[src/rtl/exec_pkg.sv]
// Shared execution-stage definitions: one-hot opcodes, issue FSM encoding,
// register index width and a register-index-to-mask helper.
// No ports; imported by exec_issue_ctrl, reg_scoreboard and the Execution stage.
package exec_pkg;

  localparam int REG_IDX_W = 5;
  localparam int NUM_REGS  = 1 << REG_IDX_W;

  // One-hot opcode encoding as presented by decode.
  localparam logic [15:0] OP_ADD  = 16'h0001;
  localparam logic [15:0] OP_SUB  = 16'h0002;
  localparam logic [15:0] OP_LI   = 16'h0004;
  localparam logic [15:0] OP_SHL  = 16'h0008;
  localparam logic [15:0] OP_SHR  = 16'h0010;
  localparam logic [15:0] OP_AND  = 16'h0020;
  localparam logic [15:0] OP_OR   = 16'h0040;
  localparam logic [15:0] OP_XOR  = 16'h0080;
  localparam logic [15:0] OP_BR   = 16'h0100;
  localparam logic [15:0] OP_BNE  = 16'h0200;
  localparam logic [15:0] OP_MOVE = 16'h0400;
  localparam logic [15:0] OP_ADDI = 16'h0800;
  localparam logic [15:0] OP_MUL  = 16'h1000;
  localparam logic [15:0] OP_HALT = 16'h2000;
  localparam logic [15:0] OP_NOP  = 16'h4000;

  // Ops that write id_rd, and ops that never read their source registers.
  localparam logic [15:0] OP_WR_MASK = OP_ADD | OP_SUB | OP_LI | OP_SHL | OP_SHR | OP_AND |
                                       OP_OR | OP_XOR | OP_MOVE | OP_ADDI | OP_MUL;
  localparam logic [15:0] OP_NO_SRC_MASK = OP_LI | OP_BR | OP_HALT | OP_NOP;

  typedef enum logic [2:0] {
    ST_RUN     = 3'd0,
    ST_BR_WAIT = 3'd1,
    ST_FLUSH   = 3'd2,
    ST_DRAIN   = 3'd3,
    ST_HALTED  = 3'd4
  } issue_state_e;

  function automatic logic [NUM_REGS-1:0] idx_mask(input logic [REG_IDX_W-1:0] idx);
    idx_mask      = '0;
    idx_mask[idx] = 1'b1;
  endfunction

endpackage

[src/rtl/exec_issue_ctrl_reg_scoreboard.sv]
// Register pending scoreboard: one bit per architectural register, set when a writer issues.
// Ports: set_en_i/set_idx_i mark a register pending, clr_en_i/clr_idx_i retire it, pending_o is the state.
// Set wins over clear on the same register in the same cycle (the new writer is still in flight).
module reg_scoreboard
  import exec_pkg::*;
(
  input  logic                 clock,
  input  logic                 reset_n,
  input  logic                 set_en_i,
  input  logic [REG_IDX_W-1:0] set_idx_i,
  input  logic                 clr_en_i,
  input  logic [REG_IDX_W-1:0] clr_idx_i,
  output logic [NUM_REGS-1:0]  pending_o
);

  logic [NUM_REGS-1:0] pending_q;
  logic [NUM_REGS-1:0] pending_d;
  logic [NUM_REGS-1:0] set_mask;
  logic [NUM_REGS-1:0] clr_mask;

  assign set_mask  = set_en_i ? idx_mask(set_idx_i) : '0;
  assign clr_mask  = clr_en_i ? idx_mask(clr_idx_i) : '0;
  assign pending_d = (pending_q & ~clr_mask) | set_mask;
  assign pending_o = pending_q;

  always_ff @(posedge clock or negedge reset_n) begin
    if (!reset_n) begin
      pending_q <= '0;
    end else begin
      pending_q <= pending_d;
    end
  end

endmodule

[src/rtl/exec_issue_ctrl.sv]
// Issue control: decodes one-hot opcodes, stalls on RAW hazards, sequences branch/flush and halt drain.
// Ports: id_* decoded instr in / id_ready+ex_issue out; wb_* retire; ex_br_* branch resolution;
//        flush/pc_load/pc_target redirect; halted; illegal (sticky); stall_cnt when ISSUE_CTRL_STALL_CNT_EN.
// Optional: define ISSUE_CTRL_STALL_CNT_EN to add a saturating 16-bit count of stalled id_valid cycles.
module exec_issue_ctrl
  import exec_pkg::*;
(
  input  logic                 clock,
  input  logic                 reset_n,
  input  logic                 id_valid,
  input  logic [15:0]          id_opcode,
  input  logic [REG_IDX_W-1:0] id_rs,
  input  logic [REG_IDX_W-1:0] id_rt,
  input  logic [REG_IDX_W-1:0] id_rd,
  input  logic                 wb_valid,
  input  logic [REG_IDX_W-1:0] wb_dest,
  input  logic                 ex_br_valid,
  input  logic                 ex_br_taken,
  input  logic [31:0]          ex_br_pc,
  output logic                 id_ready,
  output logic                 ex_issue,
  output logic                 flush,
  output logic                 pc_load,
  output logic [31:0]          pc_target,
  output logic                 halted,
  output logic                 illegal
`ifdef ISSUE_CTRL_STALL_CNT_EN
  ,
  output logic [15:0]          stall_cnt
`endif
);

  issue_state_e        state_q, state_d;
  logic [31:0]         pc_target_q;
  logic                illegal_q;
  logic [NUM_REGS-1:0] pending;
  logic [NUM_REGS-1:0] pending_fwd;
  logic [15:0]         op_eff;
  logic                op_legal;
  logic                hazard;
  logic                issue;

  // Anything that is not exactly one of bits 0..14 executes as NOP.
  assign op_legal = $onehot(id_opcode) && !id_opcode[15];
  assign op_eff   = op_legal ? id_opcode : OP_NOP;

  // A writeback this cycle already frees its register for a dependent instruction.
  assign pending_fwd = pending & ~(wb_valid ? idx_mask(wb_dest) : '0);
  assign hazard      = ((op_eff & OP_NO_SRC_MASK) == '0) &&
                       (pending_fwd[id_rs] || pending_fwd[id_rt]);

  reg_scoreboard u_scoreboard (
    .clock     (clock),
    .reset_n   (reset_n),
    .set_en_i  (issue && ((op_eff & OP_WR_MASK) != '0)),
    .set_idx_i (id_rd),
    .clr_en_i  (wb_valid),
    .clr_idx_i (wb_dest),
    .pending_o (pending)
  );

  always_comb begin
    state_d = state_q;
    issue   = 1'b0;
    case (state_q)
      ST_RUN: begin
        issue = id_valid && !hazard;
        if (issue) begin
          if ((op_eff & (OP_BR | OP_BNE)) != '0) begin
            state_d = ST_BR_WAIT;
          end else if (op_eff == OP_HALT) begin
            state_d = ST_DRAIN;
          end
        end
      end
      ST_BR_WAIT: begin
        if (ex_br_valid) begin
          state_d = ex_br_taken ? ST_FLUSH : ST_RUN;
        end
      end
      ST_FLUSH:  state_d = ST_RUN;
      ST_DRAIN: begin
        // No issues happen here, so only clears can change the scoreboard.
        if (pending_fwd == '0) begin
          state_d = ST_HALTED;
        end
      end
      ST_HALTED: state_d = ST_HALTED;
      default:   state_d = ST_RUN;
    endcase
  end

  always_ff @(posedge clock or negedge reset_n) begin
    if (!reset_n) begin
      state_q     <= ST_RUN;
      pc_target_q <= '0;
      illegal_q   <= 1'b0;
    end else begin
      state_q <= state_d;
      if (state_q == ST_BR_WAIT && ex_br_valid && ex_br_taken) begin
        pc_target_q <= ex_br_pc;
      end
      if (issue && !op_legal) begin
        illegal_q <= 1'b1;
      end
    end
  end

  assign id_ready  = issue;
  assign ex_issue  = issue;
  assign flush     = (state_q == ST_FLUSH);
  assign pc_load   = (state_q == ST_FLUSH);
  assign pc_target = pc_target_q;
  assign halted    = (state_q == ST_HALTED);
  assign illegal   = illegal_q;

`ifdef ISSUE_CTRL_STALL_CNT_EN
  logic [15:0] stall_cnt_q;

  always_ff @(posedge clock or negedge reset_n) begin
    if (!reset_n) begin
      stall_cnt_q <= '0;
    end else if (id_valid && !issue && stall_cnt_q != 16'hFFFF) begin
      stall_cnt_q <= stall_cnt_q + 16'd1;
    end
  end

  assign stall_cnt = stall_cnt_q;
`endif

endmodule

[config.mk]
export PLATFORM = sky130hd
export DESIGN_NAME = exec_issue_ctrl
export DESIGN_NICKNAME = d
export VERILOG_FILES = /design/src/rtl/exec_pkg.sv /design/src/rtl/exec_issue_ctrl_reg_scoreboard.sv /design/src/rtl/exec_issue_ctrl.sv
export SDC_FILE = /design/constraint.sdc
export NUM_CORES = 1
export LEC_CHECK = 0
export ABC_AREA = 1
export BUFFER_PORTS_ARGS = -buffer_cell sky130_fd_sc_hd__buf_2
export CAP_MARGIN = 10
export CORE_ASPECT_RATIO = 0.5
export CORE_MARGIN = 2
export CORE_UTILIZATION = 49
export DETAILED_ROUTE_END_ITERATION = 10
export GPL_ROUTABILITY_DRIVEN = 0
export PLACE_DENSITY_LB_ADDON = 0.12
export SKIP_LAST_GASP = 1
export SLEW_MARGIN = 5
export SYNTH_ARGS = -nofsm -noshare
export SYNTH_HDL_FRONTEND = slang
export SYNTH_SLANG_ARGS = --single-unit
[constraint.sdc]
create_clock -name clock -period 6.6 [get_ports clock]
set_clock_uncertainty 0.1 [all_clocks]
set_input_delay 1.32 -clock clock [delete_from_list [all_inputs] [get_ports clock]]
set_output_delay 1.32 -clock clock [all_outputs]
set_load 0.01 [all_outputs]
==> results.sh <==
export IMPL_fin_crit_sh=1.01
export IMPL_synth_distinct_cells=32
export IMPL_drive_gt1_frac=0.340
export IMPL_ys_async_sr_fraction=1.00
export IMPL_via_per_inst=5.34
export IMPL_cts_tree="built"
export IMPL_worst_pin_slew_ns=0.958
export IMPL_avgSynthCellArea_um2=8.12
export IMPL_die_area_um2=10100
export IMPL_wl_um=13100
export IMPL_fmax_mhz=150
export IMPL_drv_slew=0
export IMPL_drc=3
export IMPL_start_util=0.512
export IMPL_synth_edf_count=0
export IMPL_io_pins=112
export IMPL_path_max_fanout=2
export IMPL_synth_common_cells="154 x nand2_1, 97 x nand3_1, 76 x inv_1"
export IMPL_failed_checks="DRC, setup timing"
export IMPL_synth_seq_cells=68
export IMPL_layout_setup_ws_ns=-0.0738
export IMPL_fillers=794
export IMPL_track_usage=0.273
export IMPL_relSlewSlack=0.359
export IMPL_status="finished, violations left"
export IMPL_place_inst=779
export IMPL_grt_pass1_wl_um=21300
export IMPL_dr_total_vias=4337
export IMPL_ant_nets=0
export IMPL_insertion_delay_ns=0.33
export IMPL_worstSetupEndpointType="output port"
export IMPL_dr_first_iter_drc_count=297
export IMPL_grt_pass1_vias=4258
export IMPL_final_net_count=779
export IMPL_die_y_um=72.1
export IMPL_power_density_nw_per_um2=200
export IMPL_rows=24
export IMPL_rr_worst_depth=12
export IMPL_synth_top_area_frac=0.375
export IMPL_period_needed_ns=6.67
export IMPL_synth_area_leaders="dfrtp_1 37%, nand2_1 13%, nand3_1 11%"
export IMPL_area_delta_synth_final_pct=25.0
export IMPL_hold_violations=0
export IMPL_clk_pin_slew_ns=0.06
export IMPL_synth_most_common_cell="nand2_1"
export IMPL_setup_tns_final_ns=-0.145
export IMPL_crit_type="primary input to output port"
export IMPL_hold_buffers=0
export IMPL_hold_depth=1
export IMPL_diodes=0
export IMPL_fp_coreArea_um2=8860
export IMPL_p_leak_nw=3.33
export IMPL_synthesis_area_um2=4540
export IMPL_fin_cells=812
export IMPL_dp_hpwl_um=9260
export IMPL_numCtsBuffers=9
export IMPL_firstDrtPassIters=10
export IMPL_grt_max_degree=69
export IMPL_cp_arrival_ns=5.25
export IMPL_setup_viol=2
export IMPL_synthFlopType="dfrtp_1"
export IMPL_clock_path_buffers=2
export IMPL_h_tree_depth=3
export IMPL_multi_input_area_um2=2480
export IMPL_crit_required_ns=5.18
export IMPL_yosys_warnings=0
export IMPL_cts_sinks=68
export IMPL_synth_largest_area_cell="dfrtp_1"
export IMPL_maxCapViolations=0
export IMPL_synthesis_nets=648
export IMPL_wl_per_cell_um=16.2
export IMPL_dieWidth_um=140
export IMPL_hold_path_class="flop to flop"
export IMPL_peakVddDrop_uv=133
export IMPL_io_buffers=111
export IMPL_synth_cells=559
export IMPL_grt_setup_unrepaired="yes"
export IMPL_dp_slack_ns=-0.158
export IMPL_final_util=0.640
export IMPL_cts_root_buf="clkbuf_16"
export IMPL_grt_overflow=0
export IMPL_startpoint_type="primary input"
export IMPL_antenna_found_initial=0
export IMPL_yosysSeqAreaShare=0.375
export IMPL_regArea_um2=1700
==> metrics by stage <==
step	area, µm²	hold slack, ns	power, mW
floorplan	4540	0.413	0.553
global placement	5210	0.378	0.629
detailed placement	5210	0.379	0.633
CTS	5650	0.396	1.12
global route	5670	0.413	1.19
finish	5670	0.398	1.13
==> metal layers <==
layer	routed length, µm	vias up	global-route usage
li1	-	2091	-
met1	5550	2011	0.356
met2	5930	208	0.452
met3	1440	27	0.0805
met4	224	0	0.0819
met5	0	-	0
==> critical path, cell delays in order <==
cell      delay (ns)
buf_2           0.10
inv_2           0.04
fa_1            0.50
inv_1           0.05
fa_1            0.47
fa_1            0.51
inv_1           0.04
fa_1            0.49
inv_2           0.05
ha_4            0.16
fa_2            0.38
nand2_2         0.08
nand3b_1        0.08
nor4_2          0.14
nand2_1         0.12
nor2_2          0.15
nand4_1         0.12
o21bai_4        0.21
nand3_2         0.08
inv_2           0.05
buf_6           0.12
==> state kept, by name, summed over array words and instances, names as in the netlist <==
signal	count
u_scoreboard.pending_o	32
illegal	1
state_q	3
pc_target	32
==> placed cells by master (no fill, tap or decap), types with 2 or more instances in the layout <==
cell	count
inv_2	8
clkinv_2	2
clkinvlp_4	2
buf_4	25
buf_6	3
mux2_2	32
nor2_1	15
nor3_1	12
inv_1	71
o21bai_2	30
o21ai_1	5
buf_2	107
nand2_2	2
clkbuf_16	9
ha_1	4
nor2_2	3
a21boi_0	6
nand4_1	6
inv_6	2
o21bai_1	3
nand3b_1	2
nor2_4	2
nand3_1	96
nor4_1	4
nand2_1	153
dfrtp_1	68
nand3_2	2
fa_1	9
==> cell type report <==
class | count | share of cell area
Multi-Input combinational cell | 396 | 0.437
Sequential cell | 68 | 0.300
Timing Repair Buffer | 136 | 0.136
Inverter | 79 | 0.0523
Clock buffer | 9 | 0.0397
Tap cell | 117 | 0.0258
Clock inverter | 7 | 0.00905
==> final timing paths <==
check | from | end | slack [ns]
hold reg to reg | pc_target[8]$_DFFE_PN0P_ | pc_target[8]$_DFFE_PN0P_ | 0.40
max in group asynchronous | reset_n | u_scoreboard.pending_o[22]$_DFF_PN0_ | 4.72
setup reg to reg | u_scoreboard.pending_o[6]$_DFF_PN0_ | u_scoreboard.pending_o[0]$_DFF_PN0_ | 4.04
min in group asynchronous | reset_n | pc_target[25]$_DFFE_PN0P_ | 1.08
hold / removal | pc_target[8]$_DFFE_PN0P_ | pc_target[8]$_DFFE_PN0P_ | 0.40
setup / recovery | id_opcode[7] | ex_issue | -0.07
==> cell families (layout without fill, tap and decap cells) <==
| family | Yosys count | after routing | synth area share |
|---|---|---|---|
| compound gates | 50 | 50 | 0.106 |
| fa+ha+maj | 15 | 15 | 0.0579 |
| buf+inv | 95 | 231 | 0.0860 |
| flops | 68 | 68 | 0.375 |
| mux | 32 | 32 | 0.0794 |
| simple gates | 299 | 299 | 0.295 |
==> repair_timing <==
| item | in CTS | in global routing |
|---|---|---|
| setup endpoints to repair | 2 | 5 |
| setup buffers | 16 | 1 |
| resized for setup | 14 | 5 |
| pin swaps | 7 | 0 |
| hold endpoints to repair | 0 | 0 |
==> report_power, final <==
group | internal (mW) | switching, mW | leakage, nW
Combinational | 0.118 | 0.150 | 2.25
Sequential | 0.417 | 0 | 0.945
Clock | 0.256 | 0.191 | 0.132
Power figures use the tool's default switching activity.
